## config.mk

```make
export PLATFORM = sky130hd
export DESIGN_NAME = rsa_modexp_engine
export DESIGN_NICKNAME = d
export VERILOG_FILES = /design/src/rtl/rsa_pkg.sv /design/src/rtl/rsa_mont_mult.sv /design/src/rtl/rsa_modexp_engine.sv
export SDC_FILE = /design/constraint.sdc
export NUM_CORES = 1
export LEC_CHECK = 0
export BUFFER_PORTS_ARGS = -buffer_cell sky130_fd_sc_hd__buf_2
export CAP_MARGIN = 5
export CORE_MARGIN = 2
export CORE_UTILIZATION = 55
export DETAILED_ROUTE_END_ITERATION = 7
export GPL_TIMING_DRIVEN = 0
export PLACE_DENSITY_LB_ADDON = 0.25
export SLEW_MARGIN = 20
export SYNTH_ARGS = -nofsm -noshare
export SYNTH_HDL_FRONTEND = slang
export SYNTH_HIERARCHICAL = 1
export SYNTH_SLANG_ARGS = --single-unit
```

## constraint.sdc

```tcl
create_clock -name clk -period 3.05 [get_ports clk]
set_input_delay 0.61 -clock clk [delete_from_list [all_inputs] [get_ports clk]]
set_output_delay 0.61 -clock clk [all_outputs]
set_load 0.02 [all_outputs]
```

## src/rtl/rsa_pkg.sv

```systemverilog
`default_nettype none
// ============================================================================
// Module      : rsa_pkg
// Description : Shared types and sizing helpers for the RSA modexp engine.
// Revision    : 1.0 - initial parametrised release
// ============================================================================
package rsa_pkg;

    typedef enum logic [2:0] {
        IDLE  = 3'd0,
        CHECK = 3'd1,
        PRE_M = 3'd2,
        PRE_X = 3'd3,
        SQR   = 3'd4,
        MUL   = 3'd5,
        POST  = 3'd6,
        DONE  = 3'd7
    } rsa_state_t;

    // Multiplicand (B operand) selection for the Montgomery multiplier
    typedef enum logic [1:0] {
        OP_ONE  = 2'd0,
        OP_R2   = 2'd1,
        OP_MBAR = 2'd2,
        OP_XBAR = 2'd3
    } rsa_opsel_t;

    function automatic int cnt_width(input int width, input int exp_width);
        int span;
        span = (width + 2 > exp_width) ? width + 2 : exp_width;
        return $clog2(span + 1);
    endfunction

endpackage
`default_nettype wire

```

## src/rtl/rsa_mont_mult.sv

```systemverilog
`default_nettype none
// ============================================================================
// Module      : rsa_mont_mult
// Description : Bit-serial Montgomery multiplier, r = a*b*2^-WIDTH mod p,
//               WIDTH+2 cycles per operation (load, iterate, subtract).
// Revision    : 1.0 - initial parametrised release
// ============================================================================
module rsa_mont_mult
    import rsa_pkg::*;
#(
    parameter int WIDTH = 8
) (
    input  logic             clk,
    input  logic             rst,
    input  logic             en,
    input  logic             start,
    input  logic [WIDTH-1:0] a,
    input  logic [WIDTH-1:0] b,
    input  logic [WIDTH-1:0] p,
    output logic             done,
    output logic [WIDTH-1:0] r
);

    localparam int c_cnt_w = cnt_width(WIDTH, 1);
    localparam logic [c_cnt_w-1:0] c_last    = c_cnt_w'(WIDTH + 1);
    localparam logic [c_cnt_w-1:0] c_cnt_one = c_cnt_w'(1);

    logic [c_cnt_w-1:0] r_cnt;
    logic [WIDTH-1:0]   r_a;
    logic [WIDTH-1:0]   r_b;
    logic [WIDTH-1:0]   r_p;
    logic [WIDTH+1:0]   r_s;
    logic [WIDTH+2:0]   w_sum_ab;
    logic [WIDTH+2:0]   w_sum;
    logic               w_ge;

    // q is picked from the parity of S + a_i*B so that adding q*P makes it even
    always_comb begin
        w_sum_ab = {1'b0, r_s} + (r_a[0] ? {3'b000, r_b} : '0);
        w_sum    = w_sum_ab + (w_sum_ab[0] ? {3'b000, r_p} : '0);
    end

    assign w_ge = (r_s >= {2'b00, r_p});
    assign r    = WIDTH'(w_ge ? (r_s - {2'b00, r_p}) : r_s);
    assign done = (r_cnt == c_last);

    always_ff @(posedge clk or posedge rst) begin
        if (rst) begin
            r_cnt <= '0;
            r_a   <= '0;
            r_b   <= '0;
            r_p   <= '0;
            r_s   <= '0;
        end else if (en) begin
            if (start) begin
                r_s   <= '0;
                r_a   <= a;
                r_b   <= b;
                r_p   <= p;
                r_cnt <= c_cnt_one;
            end else if (r_cnt == c_last) begin
                r_cnt <= '0;
            end else if (r_cnt != '0) begin
                r_s   <= (WIDTH+2)'(w_sum >> 1);
                r_a   <= r_a >> 1;
                r_cnt <= r_cnt + c_cnt_one;
            end
        end
    end

endmodule
`default_nettype wire

```

## src/rtl/rsa_modexp_engine.sv

```systemverilog
`default_nettype none
// ============================================================================
// Module      : rsa_modexp_engine
// Description : C = M^E mod P by Montgomery square-and-multiply, with operand
//               checking, constant-time mode and abort.
// Revision    : 1.0 - initial parametrised release
// ============================================================================
module rsa_modexp_engine
    import rsa_pkg::*;
#(
    parameter int WIDTH     = 8,
    parameter int EXP_WIDTH = WIDTH
) (
    input  logic                 clk,
    input  logic                 rst,
    input  logic                 en,
    input  logic                 start,
    input  logic                 stop,
    input  logic                 const_time,
    input  logic [WIDTH-1:0]     p,
    input  logic [EXP_WIDTH-1:0] e,
    input  logic [WIDTH-1:0]     m,
    input  logic [WIDTH-1:0]     r2,
    output logic [WIDTH-1:0]     c,
    output logic                 busy,
    output logic                 eoc,
    output logic                 err,
    output logic                 aborted
);

    localparam int c_cnt_w = cnt_width(WIDTH, EXP_WIDTH);
    localparam logic [c_cnt_w-1:0]   c_idx_top = c_cnt_w'(EXP_WIDTH - 1);
    localparam logic [c_cnt_w-1:0]   c_idx_one = c_cnt_w'(1);
    localparam logic [WIDTH-1:0]     c_one     = WIDTH'(1);
    localparam logic [EXP_WIDTH-1:0] c_e_one   = EXP_WIDTH'(1);

    rsa_state_t           r_state, w_next;
    rsa_opsel_t           w_bsel;
    logic [WIDTH-1:0]     r_p, r_m, r_r2, r_mbar, r_xbar, r_c;
    logic [EXP_WIDTH-1:0] r_e;
    logic [c_cnt_w-1:0]   r_idx;
    logic                 r_ct, r_issue, r_err, r_aborted;
    logic [WIDTH-1:0]     w_a, w_b, w_prod;
    logic                 w_ok, w_ebit, w_last_bit, w_run, w_mstart, w_mdone;

    assign w_ok       = r_p[0] && (r_r2 < r_p);
    assign w_ebit     = |(r_e & (c_e_one << r_idx));
    assign w_last_bit = (r_idx == '0);
    assign w_run      = (r_state != IDLE) && (r_state != DONE);
    // First load overlaps CHECK so the op chain starts without a bubble
    assign w_mstart   = ((r_state == CHECK) && w_ok) || r_issue;

    always_comb begin
        w_a    = r_xbar;
        w_bsel = OP_ONE;
        case (r_state)
            CHECK, PRE_M: begin w_a = r_m;   w_bsel = OP_R2;   end
            PRE_X:        begin w_a = c_one; w_bsel = OP_R2;   end
            SQR:          w_bsel = OP_XBAR;
            MUL:          w_bsel = OP_MBAR;
            default:      ;
        endcase
        case (w_bsel)
            OP_R2:   w_b = r_r2;
            OP_MBAR: w_b = r_mbar;
            OP_XBAR: w_b = r_xbar;
            default: w_b = c_one;
        endcase
    end

    rsa_mont_mult #(.WIDTH(WIDTH)) u_mult (
        .clk   (clk),
        .rst   (rst),
        .en    (en),
        .start (w_mstart),
        .a     (w_a),
        .b     (w_b),
        .p     (r_p),
        .done  (w_mdone),
        .r     (w_prod)
    );

    always_ff @(posedge clk or posedge rst) begin
        if (rst)     r_state <= IDLE;
        else if (en) r_state <= w_next;
    end

    always_comb begin
        w_next = r_state;
        case (r_state)
            IDLE:  if (start && !stop) w_next = CHECK;
            CHECK: w_next = w_ok ? PRE_M : DONE;
            PRE_M: if (w_mdone) w_next = PRE_X;
            PRE_X: if (w_mdone) w_next = SQR;
            SQR:   if (w_mdone) w_next = (w_ebit || r_ct) ? MUL : (w_last_bit ? POST : SQR);
            MUL:   if (w_mdone) w_next = w_last_bit ? POST : SQR;
            POST:  if (w_mdone) w_next = DONE;
            default: w_next = IDLE;
        endcase
        if (w_run && stop) w_next = IDLE;
    end

    always_ff @(posedge clk or posedge rst) begin
        if (rst) begin
            r_p       <= '0;
            r_e       <= '0;
            r_m       <= '0;
            r_r2      <= '0;
            r_ct      <= 1'b0;
            r_mbar    <= '0;
            r_xbar    <= '0;
            r_idx     <= '0;
            r_c       <= '0;
            r_err     <= 1'b0;
            r_issue   <= 1'b0;
            r_aborted <= 1'b0;
        end else if (en) begin
            r_aborted <= w_run && stop;
            r_issue   <= w_mdone && ((w_next == PRE_X) || (w_next == SQR) ||
                                     (w_next == MUL) || (w_next == POST));
            if (r_state == IDLE && start && !stop) begin
                r_p   <= p;
                r_e   <= e;
                r_m   <= m;
                r_r2  <= r2;
                r_ct  <= const_time;
                r_err <= 1'b0;
            end
            if (r_state == CHECK && !w_ok && !stop) r_err <= 1'b1;
            if (w_mdone && !stop) begin
                case (r_state)
                    PRE_M: r_mbar <= w_prod;
                    PRE_X: begin
                        r_xbar <= w_prod;
                        r_idx  <= c_idx_top;
                    end
                    SQR: begin
                        r_xbar <= w_prod;
                        if (!(w_ebit || r_ct) && !w_last_bit) r_idx <= r_idx - c_idx_one;
                    end
                    MUL: begin
                        // Constant-time dummy multiply: result dropped when the bit is 0
                        if (w_ebit) r_xbar <= w_prod;
                        if (!w_last_bit) r_idx <= r_idx - c_idx_one;
                    end
                    POST:    r_c <= w_prod;
                    default: ;
                endcase
            end
        end
    end

    assign c       = r_c;
    assign busy    = w_run;
    assign eoc     = (r_state == DONE);
    assign err     = r_err;
    assign aborted = r_aborted;

endmodule
`default_nettype wire
```

# Yosys cells after proc, flatten, opt, wreduce, memory -nomap -nowiden
# Index checks and enable logic that the tools add are counted.
# word_totals
reg_bits	105
out_inout_bits	12
wordCells	123
# op_classes
add_sub_neg	5
order_cmp	2
eq_ne	20
shifts	1
n_mux	33
bitwise_logic	1
n_reduce_logical	43
# ops
cell	n
two-way mux 8 bit	7
case mux 8 bit (2 select lines)	2
two-way mux 10 bit	3
two-way mux 3 bit	9
case mux 8 bit (3 select lines)	1
== test 3 bit, second input constant	7
case mux 3 bit (7 select lines)	1
two-way mux 4 bit	5
logical AND 1 bit	12
case mux 4 bit (3 select lines)	1
adder 10 x 8 -> 11 bit	1
adder 11 bit	1
>= comparator 10 x 8 -> 1 bit	1
== test 3 x 2 -> 1 bit, second input constant	3
AND reduction 3 bit	3
nonzero test 3 bit	3
bitwise AND 8 bit	1
less-than comparator 8 bit	1
AND reduction 2 bit	4
OR reduction 8 bit	1
left shift 1 x 4 -> 8 bit, first input constant	1
subtractor 8 bit	1
inequality test 2 bit, second input constant	3
case mux 2 bit (3 select lines)	1
20 further kinds	32

# Logic depth before layout (Yosys ltp)
# depth
depth_word	13
depth_mapped	16
mapped_depth_nobuf	16

# Modules after synthesis
# The synthesis kept the hierarchy.
# modules_own_cells
module	n_inst	cells_each	area_each_um2
rsa_modexp_engine	1	307	3460.8
rsa_mont_mult	1	301	2921.6

# Worst setup path before layout
# Ideal clock, no wire load.
# synth_path
path_type	register to register
start	reg u_mult.r_a[0]
end	reg u_mult.r_s[8]
setup_ns	0.122
arrival_time_ns	2.870
required_time_ns	2.928
slack_ns	0.059
stages_incl_launch_ff	15
synth_period_minus_slack_ns	2.991
cell_sequence	dfrtp_1 -> and2_1 -> ha_1 -> inv_1 -> fa_1 -> nand2b_1 -> a21oi_2 -> nand2b_1 -> a21oi_1 -> xnor2_1 -> ha_1 -> o21a_1 -> o2bb2ai_2 -> or3_1 -> a32o_1
# synth_via
elab_chain_len	7
# synth_rtl
element	line_no	source
start: declaration	rsa_mont_mult.sv:29	logic [WIDTH-1:0] r_a;
start signal: assignment	rsa_mont_mult.sv:65	r_a <= r_a >> 1;
two-way mux 8 bit *	rsa_mont_mult.sv:39	w_sum_ab = {1'b0, r_s} + (r_a[0] ? {3'b000, r_b} : '0);
adder 10 x 8 -> 11 bit *	rsa_mont_mult.sv:39	
two-way mux 8 bit	rsa_mont_mult.sv:40	w_sum = w_sum_ab + (w_sum_ab[0] ? {3'b000, r_p} : '0);
adder 11 bit *	rsa_mont_mult.sv:40	
two-way mux 10 bit *	rsa_mont_mult.sv:63	end else if (r_cnt != '0) begin
two-way mux 10 bit *	rsa_mont_mult.sv:61	end else if (r_cnt == c_last) begin
two-way mux 10 bit *	rsa_mont_mult.sv:55	if (start) begin
end signal: assignment	rsa_mont_mult.sv:64	r_s <= (WIDTH+2)'(w_sum >> 1);
end: declaration	rsa_mont_mult.sv:32	logic [WIDTH+1:0] r_s;
# Mark *: on every way between the ends. The rest lies on a longest branch, timed or not. The select of a mux whose other input is x is not followed.
# A chain may end at the register's enable or synchronous reset.

# Worst setup path after layout
# layout_path
start	reg u_mult.r_a[0]
end	reg u_mult.r_s[9]
# Same word-level chain as after synthesis.

==> results.toml <==
[final_layout]
multi_input_area_sq_mm = 0.003657
regArea_sq_mm = 0.002629
drive_above_1_share = 0.3123
area_growth_pct = 15.39
num-fill-cells = 893
finalNonFillerCells = 825
n_antenna_cell = 0
num-nets-final = 756

[clocking]
clkTransAtPathRegs_ps = 80
htree_levels = 3
cts_tree = "done"
cts-root-buf = "clkbuf_16"
hold_buffers = 0
clkSinkCount = 105
cts_buffer_depth = 2
numCtsBuffers = 9
clock_latency_ps = 360

[synthesis]
synth.area.top_cells = "dfrtp_1 (41%), mux2_2 (13%), ha_1 (7.4%)"
synthAdderAreaFrac = 0.08391
async_reset_ff_frac = 1.000
yosys.area_share.simple = 0.1247
synthMuxAreaShare = 0.1551
synth_edf_count = 0
synthesis.nets = 687
yosysWarnings = 6
synth_top_family_by_area = "compound AO/OA/AOI/OAI gates"
yosysSeqAreaShare = 0.4117
synth_compound_area_frac = 0.1633
netlist_area_sq_mm = 0.006382
synth_common_cells = "dfrtp_1 (105), mux2_2 (71), nand2_1 (55), inv_1 (39), ha_1 (38)"
ys_ff_latch = 105
yosys.area_share.xor_xnor = 0.02333
synth.most_common_cell = "dfrtp_1"
synth_top_area_cell = "dfrtp_1"
ys.flop_type = "dfrtp_1"
syn_inst = 608
synth_top_area_share = 0.4117
synthDistinctLibCells = 73
avgSynthCellArea_sq_um = 10.50

[worst_setup_path]
rr_worst_depth = 16
cpMostUsedCell = "nand2b_4"
r2r_setup_slack_ps = 5
critPathBufInv = 1
cp_max_fo = 4
crit_type = "flop to flop"
worstPathCellList = "and2_4 > ha_4 > inv_2 > fa_2 > nand2b_4 > a21oi_4 > nand2b_4 > a21oi_2 > xnor2_1 > ha_2 > o21a_1 > o21ai_1 > nand2b_1 > o41ai_4 > nor4_1 > o22a_1"
worst-path-stages = 16
crit_family = "simple AND/OR/NAND/NOR gates"
critPathLaunchType = "flop"
crit_required_ps = 3350
crit_path_max_incr_delay_ps = 410
critPathArrivalTime_ps = 3340
end_kind = "flop"
cp_slowest_cell = "dfrtp_2"

[timing]
fmax_ghz = 0.3284
relSlewSlack = 0.4918
drv_slew = 0
period_share = 0.9983
hold_viol_final = 0
setup_viol = 0
hold_ws_ps = 181.1
worstMarginPinSlew_ps = 762.3
period_minus_slack_ps = 3045
rsz0062_at_grt = "yes"
skew_ps = 12.33

[placement]
hpwl_mm = 11.44
dpl.cell_count = 802
routabilityCongestion = 0.9381
port-buffer-count = 49

[routing]
num_vias = 4948
firstDrtPassIters = 5
drt-initial-drc-count = 354
wl_mm = 15.18
wire_per_inst_microns = 18.40
drcViolationCount = 0
avgViaCountPerCell = 5.998
route.antenna.remaining_nets = 0

[pwr]
p_per_area_mw_per_mm2 = 933.1
leakage_nw = 3.455
ir_drop_v = 0.0004778
power.total_mw = 6.872

[worst_hold_path]
hp-class = "input pin to async pin"

[floorplanning]
num_rows = 39
die-area_sq_mm = 0.01248
core_sq_mm = 0.01137
fp.dieH_microns = 111.7
die_w_microns = 111.7
start_util = 0.5614
io_pins = 50

[global_routing]
grt_pass1_wl_mm = 25.57
grtUsageTotal = 0.2570
antenna_found_initial = 0
grt_pass1_vias = 5109
grt_max_degree = 54
gr-total-overflow = 0

[outcome]
status = "finished clean"

[job]
max-cap-violations = 0
## area by class of cell
cell class,instances,share of cell area
plain buffers,22,0.01325
clock buffers,9,0.03058
inverters,39,0.02022
flip-flops and latches,105,0.3569
multi-input cells,441,0.4966
repair buffers,59,0.04791
well taps,143,0.02430
clock inverters,7,0.01019
## placed cells by master (no fill, tap or decap), drive strengths merged, types with 5 or more instances in the layout
cell	Yosys	layout
a211oi	9	9
o21ai	37	37
and2	17	17
a22o	8	8
inv	39	44
nand2b	7	7
mux2i	19	19
dfrtp	105	105
ha	38	38
o211ai	5	5
o31ai	5	5
o21a	9	9
o22ai	9	9
buf	11	69
nor3	12	12
nor2b	7	7
nor2	26	26
clkbuf	12	21
nand2	55	55
a21oi	16	16
xor2	6	6
mux2	71	71
a22oi	5	5
xnor2	11	11
## metal layers
layer | wire [microns] | global-route usage | vias to the layer above
li1 | - | - | 2336
met3 | 686 | 0.03919 | 32
met4 | 377 | 0.1086 | 0
met1 | 6880 | 0.3461 | 2447
met2 | 7238 | 0.4170 | 133
met5 | 0 | 0 | -
## stage by stage
| step | setup TNS (ps) | setup slack, ps | utilization | cell area (sq um) |
|---|---|---|---|---|
| 2_1_floorplan | 0 | 58.75 | - | 6382 |
| 3_3_place_gp | -2579 | -195.9 | 0.5987 | 6807 |
| 3_5_place_dp | -1528 | -222.7 | 0.6031 | 6857 |
| 4_1_cts | 0 | 1.327 | 0.6374 | 7247 |
| 5_1_grt | -309.1 | -125.8 | 0.6477 | 7365 |
| 6_report | 0 | 5.158 | 0.6477 | 7365 |
## where the power goes
part / internal [mW] / switching (mW)
Sequential: 1.86 / 0.421
Clock: 0.585 / 0.592
Combinational: 1.49 / 1.92
Total: 3.94 / 2.94
## sequential cells by signal, summed over array words and instances (netlist names)
| register | cells |
|---|---|
| r_mbar | 8 |
| r_state | 3 |
| r_issue | 1 |
| u_mult/r_b | 8 |
| u_mult/r_a | 8 |
| err | 1 |
| r_xbar | 8 |
| aborted | 1 |
| u_mult/r_cnt | 4 |
| r_e | 8 |
| u_mult/r_p | 8 |
| r_m | 8 |
| r_ct | 1 |
| r_r2 | 8 |
| c | 8 |
| r_p | 8 |
| r_idx | 4 |
| u_mult/r_s | 10 |
## path summary, 6_finish.rpt
kind / from / end
worst min register to register: u_mult/r_a[6]$_DFFE_PP0P_ / u_mult/r_a[6]$_DFFE_PP0P_
worst max register to register: u_mult/r_a[0]$_DFFE_PP0P_ / u_mult/r_s[9]$_DFFE_PP0P_
max in group asynchronous: rst / r_p[1]$_DFFE_PP0P_
min in group clk: p[5] / r_p[5]$_DFFE_PP0P_
worst max-delay path: u_mult/r_a[0]$_DFFE_PP0P_ / u_mult/r_s[9]$_DFFE_PP0P_
worst min-delay path: rst / r_m[6]$_DFFE_PP0P_
## cells by family (layout without fill, tap and decap cells)
group | Yosys count | count (layout)
simple gates | 152 | 152
xor+xnor | 17 | 17
mux | 90 | 90
buf+inv | 62 | 136
flops | 105 | 105
fa+ha+maj | 41 | 41
compound gates | 141 | 141
## timing repair
action | 4_1_cts | 5_1_grt
pin swaps | 6 | 15
endpoints found under the setup margin | 20 | 46
setup buffers | 6 | 2
gates resized for setup | 11 | 27
Power figures use the tool's default switching activity.
